--- src/rtl/gray2bin_sched.sv ---
// Round-robin scheduler sharing one registered gray-to-binary converter; accept-to-rsp_valid is 3 edges, 4 cycles/txn min.
// One transaction in flight: requesters wait while busy, and a stalled rsp_ready holds the response and blocks new grants.
module gray2bin_sched #(
  parameter int N_REQ = 4,
  parameter int W     = 4,
  localparam int IDW  = (N_REQ > 1) ? $clog2(N_REQ) : 1
) (
  input  logic               clk,
  input  logic               rst_n,
  input  logic [N_REQ-1:0]   req_valid,
  input  logic [N_REQ*W-1:0] req_gray,
  output logic [N_REQ-1:0]   req_ready,
  output logic               conv_rst,
  output logic [W-1:0]       conv_gray,
  input  logic [W-1:0]       conv_bin,
  output logic               rsp_valid,
  input  logic               rsp_ready,
  output logic [W-1:0]       rsp_bin,
  output logic [IDW-1:0]     rsp_id,
  output logic               busy
);

  typedef enum logic [1:0] {IDLE, ISSUE, CAPTURE, RESP} state_t;

  state_t         state;
  logic [IDW-1:0] ptr;
  logic [IDW-1:0] id_reg;
  logic [IDW-1:0] win;
  logic           win_vld;
  logic           rst_arm;
  logic [W-1:0]   gray_arr [N_REQ];

  always_comb begin
    for (int i = 0; i < N_REQ; i++) gray_arr[i] = req_gray[i*W +: W];
  end

  // First valid requester at or above ptr, wrapping modulo N_REQ (works for non-power-of-two N_REQ).
  always_comb begin : arb
    logic [IDW:0]   sum;
    logic [IDW-1:0] cand;
    win     = '0;
    win_vld = 1'b0;
    sum     = '0;
    cand    = '0;
    for (int k = 0; k < N_REQ; k++) begin
      sum = {1'b0, ptr} + (IDW+1)'(k);
      if (sum >= (IDW+1)'(N_REQ)) sum = sum - (IDW+1)'(N_REQ);
      cand = sum[IDW-1:0];
      if (!win_vld && req_valid[cand]) begin
        win_vld = 1'b1;
        win     = cand;
      end
    end
  end

  always_comb begin
    req_ready = '0;
    if (state == IDLE && !conv_rst && win_vld) req_ready[win] = 1'b1;
  end

  always_ff @(posedge clk or negedge rst_n) begin
    if (!rst_n) begin
      state     <= IDLE;
      ptr       <= '0;
      id_reg    <= '0;
      conv_gray <= '0;
      rsp_valid <= 1'b0;
      rsp_bin   <= '0;
      rsp_id    <= '0;
      busy      <= 1'b0;
      conv_rst  <= 1'b1;
      rst_arm   <= 1'b0;
    end else begin
      // conv_rst drops on the second edge after release so the converter sees a reset edge.
      rst_arm <= 1'b1;
      if (rst_arm) conv_rst <= 1'b0;
      case (state)
        IDLE: begin
          if (!conv_rst && win_vld) begin
            conv_gray <= gray_arr[win];
            id_reg    <= win;
            busy      <= 1'b1;
            state     <= ISSUE;
          end
        end
        ISSUE: state <= CAPTURE;
        CAPTURE: begin
          rsp_bin   <= conv_bin;
          rsp_id    <= id_reg;
          rsp_valid <= 1'b1;
          state     <= RESP;
        end
        RESP: begin
          if (rsp_ready) begin
            rsp_valid <= 1'b0;
            busy      <= 1'b0;
            ptr       <= (id_reg == IDW'(N_REQ-1)) ? '0 : id_reg + 1'b1;
            state     <= IDLE;
          end
        end
        default: state <= IDLE;
      endcase
    end
  end

endmodule

--- config.mk ---
export PLATFORM = sky130hd
export DESIGN_NAME = gray2bin_sched
export DESIGN_NICKNAME = d
export VERILOG_FILES = /design/src/rtl/gray2bin_sched.sv
export SDC_FILE = /design/constraint.sdc
export NUM_CORES = 1
export LEC_CHECK = 0
export CAP_MARGIN = 40
export CORE_MARGIN = 2
export CORE_UTILIZATION = 45
export CTS_CLUSTER_SIZE = 14
export DETAILED_ROUTE_END_ITERATION = 6
export GPL_ROUTABILITY_DRIVEN = 0
export GPL_TIMING_DRIVEN = 1
export PLACE_DENSITY = 0.84
export SETUP_SLACK_MARGIN = 0.2
export SLEW_MARGIN = 20
export SYNTH_ARGS = -nofsm -noshare
export SYNTH_HDL_FRONTEND = slang
export SYNTH_SLANG_ARGS = --single-unit
--- constraint.sdc ---
create_clock -name clk -period 2.6 [get_ports clk]
set_input_delay 0.39 -clock clk [delete_from_list [all_inputs] [get_ports clk]]
set_output_delay 0.39 -clock clk [all_outputs]
set_load 0.02 [all_outputs]
==> run_summary.xml <==
<?xml version="1.0" encoding="UTF-8"?>
<metrics>
  <group name="run_status">
    <metric name="run_status" unit="">completed</metric>
  </group>
  <group name="critical_path">
    <metric name="buffering_stage_count_on_the_worst_path_with_inverters_included" unit="">2</metric>
    <metric name="endpoint_kind_of_the_worst_setup_timing_path" unit="">primary output</metric>
    <metric name="ff2ff_setup_slack" unit="ps">840</metric>
    <metric name="timing.rr.end" unit="">conv_gray[2]$_DFFE_PN0P_</metric>
    <metric name="top_delay_family_on_crit_path" unit="">buffers and inverters</metric>
    <metric name="crit_arrival" unit="ps">2020</metric>
    <metric name="criticalPathCategory" unit="">input pin to primary output</metric>
    <metric name="crit_path_max_fanout" unit="">9</metric>
    <metric name="worstRegToRegCells" unit="">6</metric>
    <metric name="crit_path_max_incr_delay" unit="ps">550</metric>
    <metric name="worst_path_required" unit="ps">2210</metric>
    <metric name="crit_path_cell_chain" unit="">clkdlybuf4s50_1, o221a_1, o22ai_4, nor2b_1, clkdlybuf4s15_2</metric>
    <metric name="r2r_start" unit="">ptr[0]$_DFFE_PN0P_</metric>
    <metric name="timing.critical_path.from_type" unit="">input pin</metric>
    <metric name="crit_slowest_cell" unit="">sky130_fd_sc_hd__clkdlybuf4s50_1</metric>
  </group>
  <group name="placement">
    <metric name="place.detailed.hpwl" unit="um">2033</metric>
    <metric name="placement.io_buffers" unit="">43</metric>
    <metric name="post-place-cells" unit="">173</metric>
    <metric name="pre_cts_ws" unit="ps">-171.6</metric>
  </group>
  <group name="detailed_routing">
    <metric name="wire_per_inst" unit="um">14.91</metric>
    <metric name="vias" unit="">912</metric>
    <metric name="route.detailed.vias_per_inst" unit="">5.011</metric>
    <metric name="detail_route.first_pass.iterations" unit="">4</metric>
    <metric name="routed_wirelength" unit="um">2714</metric>
    <metric name="ant_nets" unit="">0</metric>
    <metric name="detail_route.iter0.violations" unit="">4</metric>
    <metric name="post-route-drc-count" unit="">0</metric>
  </group>
  <group name="synth">
    <metric name="synth_top_cells_by_count" unit="">19 x sky130_fd_sc_hd__dfrtp_1, 9 x sky130_fd_sc_hd__mux2_2, 9 x sky130_fd_sc_hd__nand2_1</metric>
    <metric name="muxShareOfSynthArea" unit="%">17.49</metric>
    <metric name="yosys.cell_count.top_type" unit="">sky130_fd_sc_hd__dfrtp_1</metric>
    <metric name="synthesized_netlist_net_count" unit="">125</metric>
    <metric name="synth_enable_flop_cells" unit="">0</metric>
    <metric name="synth_top_family_by_area" unit="">multiplexers</metric>
    <metric name="post_synth_main_area_contributors" unit="">sky130_fd_sc_hd__dfrtp_1 46%, sky130_fd_sc_hd__mux2_2 9.8%, sky130_fd_sc_hd__mux2i_1 7.7%</metric>
    <metric name="synth_sequential_area_ratio" unit="%">48.37</metric>
    <metric name="yosys.area.top_type" unit="">sky130_fd_sc_hd__dfrtp_1</metric>
    <metric name="synth.cell_area" unit="mm2">0.001037</metric>
    <metric name="netlist_instances" unit="">93</metric>
    <metric name="synth_compound_area_share" unit="%">11.58</metric>
    <metric name="synth_top_area_share" unit="%">45.84</metric>
    <metric name="synth-warning-count" unit="">0</metric>
    <metric name="synth_ff_type" unit="">sky130_fd_sc_hd__dfrtp_1</metric>
    <metric name="synthSimpleGateAreaFrac" unit="%">12.18</metric>
    <metric name="post_synth.cell_area_avg" unit="um2">11.15</metric>
    <metric name="synth_fa_ha_area_share" unit="%">6.031</metric>
    <metric name="ys_async_sr_fraction" unit="%">100.0</metric>
    <metric name="synth_xor_xnor_area_share" unit="%">0</metric>
    <metric name="synth_cell_type_count" unit="">28</metric>
    <metric name="ys_ff_latch" unit="">20</metric>
  </group>
  <group name="global_route">
    <metric name="grt_use_met1" unit="%">28.10</metric>
    <metric name="grt.busiest_layer" unit="">met2</metric>
    <metric name="grt_antenna_before_repair" unit="">0</metric>
    <metric name="gr-usage-all-layers" unit="%">21.98</metric>
    <metric name="first_global_vias" unit="">963</metric>
    <metric name="grt_pass1_wl" unit="um">4347</metric>
    <metric name="use_met2" unit="%">38.61</metric>
    <metric name="grt_start_max_net_pins" unit="">13</metric>
    <metric name="grt-ovfl-total" unit="">0</metric>
    <metric name="met3_usage" unit="%">0.8621</metric>
  </group>
  <group name="clocking">
    <metric name="cts_inserted_buffers" unit="">3</metric>
    <metric name="cts_max_path_buffers" unit="">2</metric>
    <metric name="cts.reportedPaths.clkPinSlew" unit="ps">100</metric>
    <metric name="cts.sinks" unit="">20</metric>
    <metric name="clock-root-buffer" unit="">sky130_fd_sc_hd__clkbuf_4</metric>
    <metric name="tritoncts_clock_tree" unit="">done</metric>
    <metric name="clock_insertion_delay_worst_skew" unit="ps">300</metric>
    <metric name="cts_htree_levels" unit="">1</metric>
  </group>
  <group name="sta">
    <metric name="endpoints_failing_hold" unit="">0</metric>
    <metric name="fin_worst_skew" unit="ps">3.370</metric>
    <metric name="worst_slack" unit="ps">193.2</metric>
    <metric name="post-route-period-util" unit="%">92.57</metric>
    <metric name="timing.fmax" unit="MHz">415.5</metric>
    <metric name="rsz0062_at_grt" unit="">no</metric>
    <metric name="fin_worst_hold_slack" unit="ps">383.8</metric>
    <metric name="slew_violations" unit="">0</metric>
    <metric name="period_minus_slack" unit="ps">2407</metric>
    <metric name="report.final.setup_viol" unit="">0</metric>
    <metric name="fin_tns_setup" unit="ps">0</metric>
  </group>
  <group name="die">
    <metric name="dieWidth" unit="um">52.01</metric>
    <metric name="starting_utilization_of_the_core_area" unit="%">47.34</metric>
    <metric name="core-area" unit="mm2">0.002191</metric>
    <metric name="placement_rows" unit="">17</metric>
    <metric name="die-area" unit="mm2">0.002705</metric>
    <metric name="die-height" unit="um">52.01</metric>
    <metric name="io_pins" unit="">44</metric>
  </group>
  <group name="worst_hold_path">
    <metric name="min_path_type" unit="">input pin to asynchronous set/reset pin</metric>
  </group>
  <group name="final_layout">
    <metric name="layout.filler_cells" unit="">147</metric>
    <metric name="final_layout_size_suffix_gt1_share" unit="%">28.57</metric>
    <metric name="final_cells" unit="">182</metric>
    <metric name="antennaDiodeCount" unit="">0</metric>
    <metric name="reg.largest.list" unit="">conv_gray: 4 flops, rsp_bin: 4 flops</metric>
    <metric name="flow.area_growth_from_synthesis" unit="%">61.04</metric>
    <metric name="number_of_nets_in_the_final_layout" unit="">187</metric>
  </group>
  <group name="power_and_ir_drop">
    <metric name="ir_drop" unit="uV">714.6</metric>
    <metric name="post-layout-total-power" unit="mW">1.704</metric>
    <metric name="leakagePower" unit="nW">0.7805</metric>
    <metric name="power_density" unit="mW/mm2">1020</metric>
  </group>
  <group name="flow_run">
    <metric name="maxCapViolCount" unit="">0</metric>
  </group>
</metrics>
through the flow:
step / util [%] / instance area (um2)
after floorplan: - / 1037
after global placement: 71.50 / 1567
after detailed placement: 72.19 / 1582
after CTS: 73.90 / 1619
after global routing: 76.24 / 1670
final: 76.24 / 1670
how the worst max path moves through the flow:
stage | from | to | slack, ps | depth (start not counted)
after global routing | req_valid[2] | req_ready[0] | 130 | 6
after floorplan | req_valid[0] | req_ready[2] | 680 | 6
final | req_valid[3] | req_ready[0] | 190 | 5
after global placement | req_valid[2] | req_ready[2] | -140 | 6
after CTS | req_valid[2] | req_ready[1] | 210 | 8
after detailed placement | req_valid[0] | req_ready[2] | -170 | 7
power by group:
part	internal [mW]	leakage, nW	switching (mW)	total, mW
Combinational	0.534	0.527	0.473	1.01
Sequential	0.449	0.239	0.0966	0.545
Clock	0.0599	0.0150	0.0917	0.152
final cells by class:
| class | count | area, um2 | share of cell area [%] |
|---|---|---|---|
| repair buffers | 60 | 555.5 | 33.26 |
| well taps | 28 | 35.03 | 2.097 |
| inverters | 6 | 22.52 | 1.348 |
| multi-input cells | 64 | 529.3 | 31.69 |
| flip-flops and latches | 20 | 501.7 | 30.04 |
| clock buffers | 4 | 26.28 | 1.573 |
repair_timing:
| item | 4_1_cts | 5_1_grt |
|---|---|---|
| pin swaps | 0 | 2 |
| gates resized for setup | 17 | 6 |
| buffers inserted | 0 | 5 |
| setup endpoints to repair | 4 | 4 |
| hold buffers | 0 | 0 |
cell families (layout without fill, tap and decap cells):
logic type      count (synthesis)  count (layout)
mux                            17              17
compound gates                 16              16
flops                          20              20
simple gates                   25              25
fa+ha+maj                       5               5
other cells                     1               1
buf+inv                         9              70
metal layers:
metal	share of wire [%]	vias up
li1	-	447
met1	42	444
met2	54	15
met3	1.8	6
met4	2.0	0
met5	0	-
cells in the final DEF, fill, tap and decap left out, types with 2 or more instances in the layout:
cell type                         count
sky130_fd_sc_hd__ha_1                 5
sky130_fd_sc_hd__mux2_2               9
sky130_fd_sc_hd__nor2_1               4
sky130_fd_sc_hd__mux2i_1              8
sky130_fd_sc_hd__buf_4               17
sky130_fd_sc_hd__nor2b_1              4
sky130_fd_sc_hd__dfrtp_1             19
sky130_fd_sc_hd__o221ai_1             4
sky130_fd_sc_hd__clkdlybuf4s50_1     37
sky130_fd_sc_hd__clkbuf_4             3
sky130_fd_sc_hd__nand2_1              9
sky130_fd_sc_hd__a21oi_1              2
sky130_fd_sc_hd__o21ai_0              3
sky130_fd_sc_hd__inv_1                5
(Power assumes the default switching activity.)
